`src/rtl/mem_bus_arbiter_if.sv`:
```
// Bundle of the two upstream request ports and the shared downstream memory port.
// The arbiter takes the slave view; the environment that drives requests and memory takes master.
interface mem_bus_arbiter_if;
  logic        i_valid;
  logic [31:0] i_addr;
  logic        i_ready;
  logic [31:0] i_rdata;
  logic        i_err;

  logic        d_valid;
  logic [31:0] d_addr;
  logic [31:0] d_wdata;
  logic [3:0]  d_wstrb;
  logic        d_ready;
  logic [31:0] d_rdata;
  logic        d_err;

  logic        mem_valid;
  logic        mem_instr;
  logic [31:0] mem_addr;
  logic [31:0] mem_wdata;
  logic [3:0]  mem_wstrb;
  logic        mem_ready;
  logic [31:0] mem_rdata;

  modport slave (
    input  i_valid, i_addr, d_valid, d_addr, d_wdata, d_wstrb, mem_ready, mem_rdata,
    output i_ready, i_rdata, i_err, d_ready, d_rdata, d_err,
           mem_valid, mem_instr, mem_addr, mem_wdata, mem_wstrb
  );

  modport master (
    output i_valid, i_addr, d_valid, d_addr, d_wdata, d_wstrb, mem_ready, mem_rdata,
    input  i_ready, i_rdata, i_err, d_ready, d_rdata, d_err,
           mem_valid, mem_instr, mem_addr, mem_wdata, mem_wstrb
  );
endinterface

```
`src/rtl/mem_bus_arbiter.sv`:
```
// Two-requester (fetch/data) arbiter onto a single native memory port with a stall watchdog.
// Define MEM_ARB_RR_EN for round-robin arbitration; otherwise data has fixed priority over fetch.
module mem_bus_arbiter #(
  parameter int unsigned TIMEOUT = 255
) (
  input logic             clock,
  input logic             reset,
  mem_bus_arbiter_if.slave bus
);

  typedef enum logic [1:0] {StIdle, StBusyI, StBusyD} state_e;

  state_e      state_q, state_d;
  logic [31:0] cnt_q;
  logic        mem_valid_q, mem_instr_q;
  logic [31:0] mem_addr_q, mem_wdata_q;
  logic [3:0]  mem_wstrb_q;

  logic grant_i, grant_d, busy, expire, done;

`ifdef MEM_ARB_RR_EN
  logic last_i_q;

  // On a tie, whoever was not served last wins; reset value means "D went last".
  always_comb begin
    grant_i = bus.i_valid && (!bus.d_valid || !last_i_q);
    grant_d = bus.d_valid && !grant_i;
  end

  always_ff @(posedge clock) begin
    if (reset) begin
      last_i_q <= 1'b0;
    end else if (state_q == StIdle && (grant_i || grant_d)) begin
      last_i_q <= grant_i;
    end
  end
`else
  always_comb begin
    grant_d = bus.d_valid;
    grant_i = bus.i_valid && !bus.d_valid;
  end
`endif

  always_comb begin
    busy   = (state_q != StIdle);
    expire = (TIMEOUT != 0) && (cnt_q == TIMEOUT - 1);
    // A transaction caught by reset is dropped silently.
    done   = busy && !reset && (bus.mem_ready || expire);
  end

  always_ff @(posedge clock) begin
    if (reset) begin
      state_q     <= StIdle;
      cnt_q       <= '0;
      mem_valid_q <= 1'b0;
      mem_instr_q <= 1'b0;
      mem_addr_q  <= '0;
      mem_wdata_q <= '0;
      mem_wstrb_q <= '0;
    end else begin
      state_q <= state_d;
      if (state_q == StIdle) begin
        cnt_q <= '0;
        if (grant_i || grant_d) begin
          mem_valid_q <= 1'b1;
          mem_instr_q <= grant_i;
          mem_addr_q  <= grant_i ? bus.i_addr : bus.d_addr;
          mem_wdata_q <= grant_i ? 32'h0 : bus.d_wdata;
          mem_wstrb_q <= grant_i ? 4'h0 : bus.d_wstrb;
        end
      end else if (done) begin
        mem_valid_q <= 1'b0;
      end else begin
        cnt_q <= cnt_q + 32'd1;
      end
    end
  end

  always_comb begin
    state_d = state_q;
    unique case (state_q)
      StIdle: begin
        if (grant_i) begin
          state_d = StBusyI;
        end else if (grant_d) begin
          state_d = StBusyD;
        end
      end
      StBusyI, StBusyD: begin
        if (done) begin
          state_d = StIdle;
        end
      end
      default: state_d = StIdle;
    endcase
  end

  always_comb begin
    bus.i_ready   = done && (state_q == StBusyI);
    bus.d_ready   = done && (state_q == StBusyD);
    bus.i_err     = bus.i_ready && !bus.mem_ready;
    bus.d_err     = bus.d_ready && !bus.mem_ready;
    bus.i_rdata   = (bus.i_ready && bus.mem_ready) ? bus.mem_rdata : 32'h0;
    bus.d_rdata   = (bus.d_ready && bus.mem_ready) ? bus.mem_rdata : 32'h0;
    bus.mem_valid = mem_valid_q;
    bus.mem_instr = mem_instr_q;
    bus.mem_addr  = mem_addr_q;
    bus.mem_wdata = mem_wdata_q;
    bus.mem_wstrb = mem_wstrb_q;
  end

endmodule

```
`src/flat_wrapper.sv`:
```
// flat-port wrapper written by rule: the top's interface ports become plain ports
module mem_bus_arbiter_flat 
#(
  parameter int unsigned TIMEOUT = 255
)
  (clock, reset, bus_i_valid, bus_i_addr, bus_d_valid, bus_d_addr, bus_d_wdata, bus_d_wstrb, bus_mem_ready, bus_mem_rdata, bus_i_ready, bus_i_rdata, bus_i_err, bus_d_ready, bus_d_rdata, bus_d_err, bus_mem_valid, bus_mem_instr, bus_mem_addr, bus_mem_wdata, bus_mem_wstrb);
  mem_bus_arbiter_if bus_i ();
  input logic clock;
  input logic reset;
  input wire logic [$bits(bus_i.i_valid)-1:0] bus_i_valid;
  input wire logic [$bits(bus_i.i_addr)-1:0] bus_i_addr;
  input wire logic [$bits(bus_i.d_valid)-1:0] bus_d_valid;
  input wire logic [$bits(bus_i.d_addr)-1:0] bus_d_addr;
  input wire logic [$bits(bus_i.d_wdata)-1:0] bus_d_wdata;
  input wire logic [$bits(bus_i.d_wstrb)-1:0] bus_d_wstrb;
  input wire logic [$bits(bus_i.mem_ready)-1:0] bus_mem_ready;
  input wire logic [$bits(bus_i.mem_rdata)-1:0] bus_mem_rdata;
  output wire logic [$bits(bus_i.i_ready)-1:0] bus_i_ready;
  output wire logic [$bits(bus_i.i_rdata)-1:0] bus_i_rdata;
  output wire logic [$bits(bus_i.i_err)-1:0] bus_i_err;
  output wire logic [$bits(bus_i.d_ready)-1:0] bus_d_ready;
  output wire logic [$bits(bus_i.d_rdata)-1:0] bus_d_rdata;
  output wire logic [$bits(bus_i.d_err)-1:0] bus_d_err;
  output wire logic [$bits(bus_i.mem_valid)-1:0] bus_mem_valid;
  output wire logic [$bits(bus_i.mem_instr)-1:0] bus_mem_instr;
  output wire logic [$bits(bus_i.mem_addr)-1:0] bus_mem_addr;
  output wire logic [$bits(bus_i.mem_wdata)-1:0] bus_mem_wdata;
  output wire logic [$bits(bus_i.mem_wstrb)-1:0] bus_mem_wstrb;
  assign bus_i.i_valid = bus_i_valid;
  assign bus_i.i_addr = bus_i_addr;
  assign bus_i.d_valid = bus_d_valid;
  assign bus_i.d_addr = bus_d_addr;
  assign bus_i.d_wdata = bus_d_wdata;
  assign bus_i.d_wstrb = bus_d_wstrb;
  assign bus_i.mem_ready = bus_mem_ready;
  assign bus_i.mem_rdata = bus_mem_rdata;
  assign bus_i_ready = bus_i.i_ready;
  assign bus_i_rdata = bus_i.i_rdata;
  assign bus_i_err = bus_i.i_err;
  assign bus_d_ready = bus_i.d_ready;
  assign bus_d_rdata = bus_i.d_rdata;
  assign bus_d_err = bus_i.d_err;
  assign bus_mem_valid = bus_i.mem_valid;
  assign bus_mem_instr = bus_i.mem_instr;
  assign bus_mem_addr = bus_i.mem_addr;
  assign bus_mem_wdata = bus_i.mem_wdata;
  assign bus_mem_wstrb = bus_i.mem_wstrb;
  mem_bus_arbiter #(.TIMEOUT(TIMEOUT)) u_core (.clock(clock), .reset(reset), .bus(bus_i));
endmodule
```
`config.mk`:
```
export PLATFORM = sky130hd
export DESIGN_NAME = mem_bus_arbiter_flat
export DESIGN_NICKNAME = d
export VERILOG_FILES = /design/src/rtl/mem_bus_arbiter_if.sv /design/src/rtl/mem_bus_arbiter.sv /design/src/flat_wrapper.sv
export SDC_FILE = /design/constraint.sdc
export NUM_CORES = 1
export LEC_CHECK = 0
export ABC_AREA = 0
export CAP_MARGIN = 0
export CORE_MARGIN = 3
export CORE_UTILIZATION = 25
export DETAILED_ROUTE_END_ITERATION = 12
export HOLD_SLACK_MARGIN = 0.15
export PLACE_DENSITY = 0.59
export RECOVER_POWER = 25
export SYNTH_ARGS = -nofsm -noshare
export SYNTH_HDL_FRONTEND = slang
export SYNTH_SLANG_ARGS = --single-unit
```
`constraint.sdc`:
```
create_clock -name clock -period 2.1 [get_ports clock]
set_input_delay 0.525 -clock clock [delete_from_list [all_inputs] [get_ports clock]]
set_output_delay 0.525 -clock clock [all_outputs]
set_load 0.02 [all_outputs]
```
After elaboration in Yosys (flattened, before gate mapping). Index checks and enable logic that the tools add are counted.

$add $sub $neg: 1. Order comparisons: 0. Mux-type cells: 12. Div/mod/pow operators: 0. Reduce and logical (&&, ||, !) cells: 22. Shift operators: 0. Bitwise operators: 0. Equality and inequality tests: 6. Multipliers: 0.

Operator list (count): 32-bit two-way mux (4); 32-bit by 1-bit adder with 32-bit output (second input constant) (1); 32-bit by 8-bit == test with 1-bit output (second input constant) (1); 1-bit logical AND (9); 2-bit two-way mux (3); 2-bit AND reduction (3); 4-bit two-way mux (1); 2-bit case mux with 2 select lines (1); 2-bit nonzero test (2); 2-bit OR reduction (2); 1-bit zero test (3); 1-bit two-way mux (3); 3-bit by 2-bit != test with 1-bit output (second input constant) (1); 2-bit by 1-bit == test with 1-bit output (second input constant) (1); 2-bit == test (second input constant) (1); 2-bit zero test (1); 1-bit logical OR (2); 2-bit by 1-bit != test with 1-bit output (second input constant) (1); 2-bit != test (second input constant) (1).

Logic and storage cells: 48. Output and inout port bits: 138. Memory bits (read-only): 0. Latch bits: 0. Input bits: 137. Register bits: 104. Memories: 0. Bits in writable memories: 0.

Depth between registers and ports, before layout. Gate-level depths: netlist (run 1).

Word-level depth: 6. Mapped depth: 8. Gate-level depth less buffers: 7.

Worst setup path after synthesis (run 1). Ideal clock, no wire load.

Path type: flip-flop to output port. From: reg u_core.cnt_q[0]. To: out bus_d_err. Data required time: 1.575 ns. Stages on the path, launching flop included: 7. Setup slack: -0.179 ns. Path buffers: 0. Arrival: 1.754 ns. Cells stage by stage: dfxtp_1 inv_1 ha_1 nor4b_1 and4_1 nand3_1 nor3_1.

Longest elaborated chain between the ends: 5.

Ends and longest elaborated chain: start: declaration (line mem_bus_arbiter.sv:14) `logic [31:0] cnt_q;`; start signal: assignment (line mem_bus_arbiter.sv:74) `cnt_q <= cnt_q + 32'd1;`; 32-bit by 8-bit == test with 1-bit output (line mem_bus_arbiter.sv:46) `expire = (TIMEOUT != 0) && (cnt_q == TIMEOUT - 1);`; 1-bit logical OR (line mem_bus_arbiter.sv:48) `done = busy && !reset && (bus.mem_ready || expire);`; 1-bit logical AND (line mem_bus_arbiter.sv:48); 1-bit logical AND (line mem_bus_arbiter.sv:100) `bus.d_ready = done && (state_q == StBusyD);`; 1-bit logical AND (line mem_bus_arbiter.sv:102) `bus.d_err = bus.d_ready && !bus.mem_ready;`; end: declaration (line flat_wrapper.sv:23) `output wire logic [$bits(bus_i.d_err)-1:0] bus_d_err;`.

No other way between the ends.

Worst setup path after layout (run 1).
From: reg u_core.state_q[0]. To: out bus_i_rdata[27].

Longest elaborated chain between the ends: 6. Elaborated cells between the ends (all ways): 7. Classes of those cells: eq/ne (1); mux (1); reduce/logical (5).

Ends and longest elaborated chain: start: declaration (line mem_bus_arbiter.sv:13) `state_e state_q, state_d;`; start signal: assignment (line mem_bus_arbiter.sv:53) `state_q <= StIdle;`; start signal: assignment (line mem_bus_arbiter.sv:61) `state_q <= state_d;`; 2-bit nonzero test (line mem_bus_arbiter.sv:45) `busy = (state_q != StIdle);`; 1-bit logical AND (2 in a row) (line mem_bus_arbiter.sv:48); 1-bit logical AND * (line mem_bus_arbiter.sv:99) `bus.i_ready = done && (state_q == StBusyI);`; 1-bit logical AND * (line mem_bus_arbiter.sv:103) `bus.i_rdata = (bus.i_ready && bus.mem_ready) ? bus.mem_rdata : 32'h0;`; 32-bit two-way mux * (line mem_bus_arbiter.sv:103); end: declaration (line flat_wrapper.sv:19) `output wire logic [$bits(bus_i.i_rdata)-1:0] bus_i_rdata;`.

Mark *: on every way between the ends. The rest lies on a longest branch, timed or not.

==> results by stage, run 1 <==
Synthesis:
- In the synthesized netlist, the number of instances is roughly 570.
- The area of the mapped netlist is 5010 um^2.
- The synthesized design spends more area on one cell type than any other, namely dfxtp_1.
- The number of enable flip-flop cells after synthesis is 0.
- The top cell type by area accounts for 41.5% of the synthesized area.
- In the synthesized netlist the dominant register cell turns out to be dfxtp_1.
- By area the synthesized netlist is led by dfxtp_1, and2_1, mux2i_1.
- The mean area per synthesized cell is 8.78 um^2.
- dfxtp_1 is the most common cell in the netlist.
- The async set-reset flop share out of synthesis is 0%.
- The distinct cell type count of the synthesized netlist is 50.
- The share of the Yosys chip area taken by registers is between 40% and 50%.
- In the synthesized netlist, the cells that appear most often are dfxtp_1, nor2_1, and2_1.
- Yosys printed 0 warnings.
- The synthesized netlist net count is ~710.
- The synthesized design contains between 100 and 150 register bits.

Clock tree:
- The total clock sinks is ~100.
- The clock tree from TritonCTS is built.
- Clock tree synthesis selected as its root buffer the cell clkbuf_16.
- At the later pin of the worst-skew pair, clock insertion delay measures about 0.35 ns.
- The number of buffers on the longest clock path is 2.
- After clock tree synthesis, the clock-pin slew on the worst setup and hold paths is ~0.080 ns.
- The total number of H-tree levels is 3.
- TritonCTS created 9 clock buffers.

Route:
- In the routed layout, each cell is associated on average with a via count of 4.61.
- The number of nets still failing antenna checks after routing is 0.
- In the routed design, unresolved DRC markers number 0.
- The per-cell routed wire length is 15.3 um.
- The first-pass iteration count of the detailed router is 4.
- The number of vias in the routed layout is 5505.
- Summed over all layers, the routed wires come to about 18000 um.
- The detailed router finished its first iteration with around 240 violations.

Placement:
- Input and output buffers added on the ports amount to approximately 270.
- The post-detailed-placement half-perimeter wirelength is approximately 13000 um.
- The minimum setup slack after placement is -0.694 ns.
- The final RePlAce weighted congestion is 0.832.

Critical path:
- For this design, the slowest cell found on the critical path is dfxtp_2.
- The sort of element at the start of the critical path is a flop.
- The category of the worst setup path capture point is a primary output.
- The largest single stage delay on the critical path is 0.34 ns.
- The number of buffers and inverters on the critical path is 5.
- The cell that appears most often on the critical path is buf_6.
- Among cell families on the critical path, the largest total delay comes from buffers and inverters.
- The required time at the endpoint of the critical path is 1.57 ns.
- For the worst setup path, the data arrival time is between 1.5 and 2 ns.
- The signal on the critical path passes through inv_2, ha_4, nor2_4, buf_6, nand2_4, nor2_4, buf_6, buf_12, and2_4, buf_6.
- The critical path is of the flop to primary output type.
- The critical-path maximum fanout is 8.

Timing:
- For the pin with the worst max-slew slack, the measured transition is 0.832 ns.
- The post-layout worst setup margin is -0.298 ns.
- The final cycle utilization of the critical path is 114%.
- The final max-slew violation count came to 0.
- The final setup violation count is between 60 and 70.
- The maximum operating frequency is around 420 MHz.
- For the final database, setup skew stands at between 0.01 and 0.015 ns.
- The time the final worst path needs with I/O delays and setup is between 2 and 2.5 ns.
- Setup repair after global routing could not meet its margin everywhere.
- The worst slew margin relative to its limit is between 40% and 50%.
- The number of hold violations in the final report is 0.

Final layout:
- The layout cell share with drive strength beyond 1 is 32.4%.
- The final-stage net count is between 1000 and 1500.
- The count of fill cells added during filler insertion is around 1900.
- The repair_antennas step left the layout with diodes totalling 0.
- At the end of the flow the core is filled with cells to between 40% and 50%.
- Relative to the synthesized area, the layout overhead comes to 91.3%.

Floorplan:
- The starting density of the core is 25.6%.
- The number of I/O pins is approximately 280.
- The die is roughly 150 um wide.
- After floorplanning, the core was sized to cover 19600 um^2.
- The floorplan step defined a die boundary enclosing ~22000 um^2.
- In this run the core area contains 51 standard-cell rows.
- Measured along the y axis, the die boundary spans between 100 and 150 um.

Min path:
- The worst hold path belongs to the class flop to flop.

Flow run:
- Max-cap violations in this run came to 0.

Pwr:
- The sum of internal, switching and leakage power is ~7.4 mW.
- Across the VDD grid, the largest voltage drop is roughly 480 uV.
- The power density of the placed cells is 767 nW/um^2.
- The static leakage power is between 3 and 4 nW.

Global route:
- The largest net degree at the start of global routing is 77.
- The number of antenna violations at the first check in global routing is 0.
- The first global-routing pass estimated a little under 30000 um of wire.
- The total congestion overflow after global routing is 0.
- The via count of the first global-routing pass is about 5500.
- The overall global routing resource usage is 16.3%.

Outcome:
- The checks that failed: negative setup slack.
- The flow ran to the end, but the final reports show violations.
## metrics by stage
stage	setup TNS [ns]	cells	area [um^2]	hold slack (ns)
2_1_floorplan	-0.455	571	5030	0.452
3_3_place_gp	-47.38	1157	8660	0.465
3_5_place_dp	-48.28	1157	8660	0.478
4_1_cts	-16.33	1196	9600	0.493
5_1_grt	-22.69	1194	9590	0.493
6_report	-14.57	1194	9590	0.474
## report_power, final
part / leakage (nW) / switching (mW) / internal [mW]
registers: 0.854 / 0.171 / 2.31
clock network: 0.143 / 0.835 / 0.843
logic: 2.82 / 1.63 / 1.56
total: 3.81 / 2.64 / 4.71
## what timing repair did
item | in CTS | in global routing
pin swaps | 45 | 14
hold buffers | 0 | 0
gates resized for setup | 509 | 30
endpoints found under the setup margin | 75 | 75
buffers inserted | 18 | 3
endpoints found under the hold margin | 0 | 0
gates cloned | 6 | 0
## cell usage in the layout (no fill, tap or decap), types with 11 or more instances in the layout
| cell type | instances |
|---|---|
| a211oi_1 | 34 |
| mux2i_1 | 36 |
| o31ai_1 | 13 |
| nor2_1 | 77 |
| buf_6 | 84 |
| nand2_1 | 22 |
| a21oi_1 | 16 |
| buf_4 | 85 |
| clkdlybuf4s50_1 | 203 |
| nand3_1 | 11 |
| or4_1 | 14 |
| a22oi_1 | 36 |
| and2_4 | 60 |
| dfxtp_1 | 100 |
## worst paths after layout
check / cells after the start / from / end / slack (ns)
max: 10 / u_core.state_q[0] / bus_i_rdata[27] / -0.30
min: 2 / u_core.bus.mem_valid / u_core.bus.mem_valid / 0.47
max reg2reg: 11 / u_core.cnt_q[0] / u_core.cnt_q[11] / 0.11
min reg2reg: 2 / u_core.bus.mem_valid / u_core.bus.mem_valid / 0.47
## layer usage
layer / routed length, um / vias up / share of wire, % / track usage [%]
li1: - / 2778 / - / -
met1: 7770 / 2552 / 42 / 20.5
met2: 9080 / 154 / 50 / 27.5
met3: 1220 / 21 / 6.7 / 4.57
met4: 247 / 0 / 1.3 / 4.19
met5: 0 / - / 0 / 0
## tightest hold or removal path, cell delays in order (launching register included)
cell and delay (ns):
dfxtp_1 0.32, o21ai_2 0.05, a21oi_1 0.06
## area by class of cell
class                           count  area (um^2)  area share, %
Inverter                            6         22.5          0.235
Sequential cell                   104         2090           21.8
Multi-Input combinational cell    419         3070           32.0
Clock inverter                      7         70.1          0.731
Timing Repair Buffer              384         3780           39.5
Clock buffer                        9          225           2.35
Tap cell                          265          332           3.46
## sequential cells by signal, summed over array words and instances, names as in the netlist
name,flops
u_core.bus.mem_wstrb,4
u_core.cnt_q,32
u_core.bus.mem_wdata,32
u_core.bus.mem_addr,32
u_core.bus.mem_valid,1
u_core.bus.mem_instr,1
u_core.state_q,2
## cell families (layout without fill, tap and decap cells)
family	after synthesis	in the layout	synth area share [%]
simple gates	250	250	27.4
xor+xnor	4	4	0.699
mux	36	36	7.19
flops	104	104	41.5
buf+inv	48	406	4.14
compound gates	124	124	17.8
fa+ha+maj	5	5	1.25
(Power assumes the default switching activity.)
==> run 2, diff against run 1 <==
--- a/config.mk
+++ b/config.mk
@@ -10,6 +10,7 @@
 export CORE_MARGIN = 3
 export CORE_UTILIZATION = 25
 export DETAILED_ROUTE_END_ITERATION = 12
+export GPL_ROUTABILITY_DRIVEN = 1
 export HOLD_SLACK_MARGIN = 0.15
 export PLACE_DENSITY = 0.59
 export RECOVER_POWER = 25
==> results of run 2 <==
The final DEF is identical to that of run 1; final timing and power are the same.
==> run 3, diff against run 2 <==
--- a/config.mk
+++ b/config.mk
@@ -14,6 +14,7 @@
 export HOLD_SLACK_MARGIN = 0.15
 export PLACE_DENSITY = 0.59
 export RECOVER_POWER = 25
+export REMOVE_ABC_BUFFERS = 1
 export SYNTH_ARGS = -nofsm -noshare
 export SYNTH_HDL_FRONTEND = slang
 export SYNTH_SLANG_ARGS = --single-unit
==> constraint.sdc (replaced) <==
create_clock -name clock -period 2.1 [get_ports clock]
set_input_delay 0.315 -clock clock [delete_from_list [all_inputs] [get_ports clock]]
set_output_delay 0.315 -clock clock [all_outputs]
set_load 0.02 [all_outputs]
==> run 3 against run 2 <==
  * Worst hold slack better by 0.010 ns
  * Critical endpoint unchanged
  * Critical path type unchanged
  * The flow still finishes with violations (negative setup slack)
  * Non-clock buffer count is 22 lower
  * Sequential share of layout area up 0.69 points
==> results by stage, run 3 (synthesis results as in run 1) <==
Outcome:
- The run finished, with violations left.
- The checks that failed: negative setup slack.

Global route:
- The total congestion overflow after global routing is 0 (unchanged).
- The largest net degree at the start of global routing was 76 (-1.3%).
- The via count of the first global-routing pass is 5127 (-7.5%).
- The global-route wire length before repair was 27700 um (-4.3%).
- The overall global routing resource usage was 15.7% (-0.61 points).
- The number of antenna violations at the first check in global routing is 0 (unchanged).

Clock tree:
- The clock latency on the worst-skew pair was 0.35 ns (about the same).
- The number of clock buffers inserted by TritonCTS was 9 (unchanged).
- The number of hold-repair buffers added at the cts stage is 0 (unchanged).
- The root cell of the clock tree is clkbuf_16.
- The clock tree from TritonCTS is built.
- The total clock sinks came to 104 (unchanged).
- The number of buffers on the longest clock path was 2 (unchanged).
- The clock-pin transition on the worst setup and hold timing paths came to 0.08 ns (about the same).
- The total number of H-tree levels is 3 (unchanged).

Final layout:
- The most common cell after layout, fill and taps aside is clkdlybuf4s50_1.
- The final-stage net count was 1044 (-2.1%).
- The share of the core filled with cells is 47.4% (-1.5 points).
- The count of antenna diodes in the layout is 0 (unchanged).
- The layout cell share with drive strength beyond 1 is 28.9% (-3.5 points).
- The top cell types in the final layout, fill and taps aside, are clkdlybuf4s50_1, dfxtp_1, buf_4.
- The count of fill cells added during filler insertion was 1885 (+0.59%).
- The post-synthesis to final-layout area growth is 85.4%.

Flow run:
- The max-capacitance violation count is 0 (unchanged).

Timing:
- The final clock skew is 0.00840 ns (-0.00245 ns).
- The worst slew margin relative to its limit is 45.9% (+1.4 points).
- The final cycle utilization of the critical path is 102% (-12 points).
- The number of hold violations in the final report was 0 (unchanged).
- The post-route setup TNS came to -1.06 ns (+13.51 ns).
- The final max-slew violation count is 0 (unchanged).
- The maximum operating frequency is 467 MHz (+12%).
- The post-layout worst setup margin is -0.0392 ns (+0.259 ns).
- The worst hold slack came to 0.484 ns (+0.0102 ns).
- The slew at the pin closest to its max-slew limit is 0.811 ns (-0.0215 ns).
- The final setup violation count came to 47 (-31%).
- The time the final worst path needs with I/O delays and setup came to 2.14 ns (-0.259 ns).
- Setup repair after global routing could not meet its margin everywhere.

Pwr:
- The static leakage power is 3.69 nW (-3.4%).
- The power density of the placed cells is 780 nW/um^2 (+1.7%).
- The worst vdd rail ir drop came to 492 uV (+2.9%).
- The sum of internal, switching and leakage power was 7.25 mW (-1.4%).

Min path:
- The hold-critical path depth is 2 (unchanged).
- The endpoint of the worst hold-timing path is u_core.cnt_q[7].
- In this run the most critical hold path is launched from u_core.cnt_q[7].
- The worst hold path class is flop to flop.

Placement:
- The post-detailed-placement half-perimeter wirelength was 12600 um (-4.9%).
- The count of buffers from port buffering is 274 (unchanged).
- The final RePlAce weighted congestion is 0.772 (-7.3%).

Critical path:
- The reg-to-reg critical path startpoint is u_core.cnt_q[0].
- The class of the most critical setup path is flop to primary output.
- The critical path data arrival time is 1.82 ns (-0.05 ns).
- The category of the worst setup path capture point is a primary output.
- The critical-path maximum fanout was 16 (+8).
- The sort of element at the start of the critical path is a flop.
- The worst register-to-register path ends at u_core.cnt_q[29].
- The register-to-register setup slack is 0.06 ns (-0.05 ns).
- The required time at the endpoint of the critical path was 1.78 ns (+0.21 ns).
- The depth of the most critical reg-to-reg path was 11 (unchanged).

Floorplan:
- The number of placement rows is 51 (unchanged).
- The number of I/O pins is 275 (unchanged).
- The area of the placeable core is 19600 um^2 (unchanged).
- The horizontal die dimension came to 148 um (unchanged).
- The die outline height is 148 um (unchanged).
- The full die area is 21800 um^2 (unchanged).
- The starting density of the core is 25.6% (unchanged).

Route:
- The remaining routing DRC violations is 0 (unchanged).
- The per-cell routed wire length is 15.2 um (-0.75%).
- The first-pass iteration count of the detailed router is 5 (+1).
- The number of nets still failing antenna checks after routing is 0 (unchanged).
- The number of vias in the routed layout was 5413 (-1.7%).
- The mean number of vias per cell is 4.62 (+0.17%).
- The number of design-rule violations left by the first detailed-router iteration is 252 (+6.8%).
- The final routed wirelength across all metal layers is 17800 um (-2.6%).
==> run 3: cell types whose count changed in the layout (fill, tap and decap cells not counted), moves of 2 or more <==
cell,previous run,this run
and2_4,60,48
clkdlybuf4s50_1,203,199
buf_6,84,54
dlygate4sd3_1,1,6
buf_12,5,7
nor4_1,3,5
and2_1,6,17
buf_2,1,6
nor4_2,2,0
==> run 3: cell type report <==
class,instances,area [um^2],area share [%]
flip-flops and latches,104,2090,22.5
clock inverters,7,63.8,0.687
multi-input cells,419,3020,32.5
repair buffers,362,3540,38.1
inverters,6,22.5,0.242
well taps,265,332,3.57
clock buffers,9,225,2.42
==> run 3: how the worst max path moves through the flow <==
stage | startpoint | end | slack, ns | cells past startpoint
finish | u_core.state_q[1] | bus_i_rdata[27] | -0.04 | 9
global route | u_core.cnt_q[0] | bus_d_err | -0.13 | 8
CTS | u_core.state_q[0] | bus_i_rdata[18] | -0.08 | 10
detailed placement | u_core.cnt_q[0] | bus_i_err | -0.34 | 8
global placement | u_core.cnt_q[0] | bus_d_err | -0.35 | 8
floorplan | bus_d_valid | u_core.bus.mem_addr[0] | -0.86 | 3
==> run 3: per-layer routing <==
metal	share of wire, %	up-vias	track usage [%]
met1	42	2493	20.1
li1	-	2737	-
met2	49	165	25.2
met4	1.3	0	4.71
met5	0	-	0
met3	7.3	18	5.15
==> run 3: critical path: stages, from the launching register on <==
cell and delay (ns):
dfxtp_2 0.34, inv_2 0.05, ha_4 0.16, nor2_4 0.15, buf_6 0.12, nand2_4 0.06, nor2_4 0.16, buf_12 0.17
and2_4 0.15, buf_6 0.11
==> run 3: power breakdown <==
group	leakage (nW)	total (mW)	internal [mW]	switching [mW]
registers	0.854	2.48	2.31	0.169
clock network	0.141	1.68	0.833	0.844
logic	2.69	3.09	1.47	1.62
==> run 3: metrics by stage <==
step / cells / setup WS (ns) / cell area, um^2
floorplan: 529 / -0.861 / 4830
global placement: 1140 / -0.352 / 8540
detailed placement: 1140 / -0.340 / 8540
CTS: 1170 / -0.0804 / 9080
global route: 1172 / -0.128 / 9290
finish: 1172 / -0.0392 / 9290
==> run 3: timing repair <==
item,4_1_cts,5_1_grt
pin swaps,14,41
gates resized for setup,394,90
buffers inserted,10,6
setup endpoints to repair,70,64
gates cloned,4,0
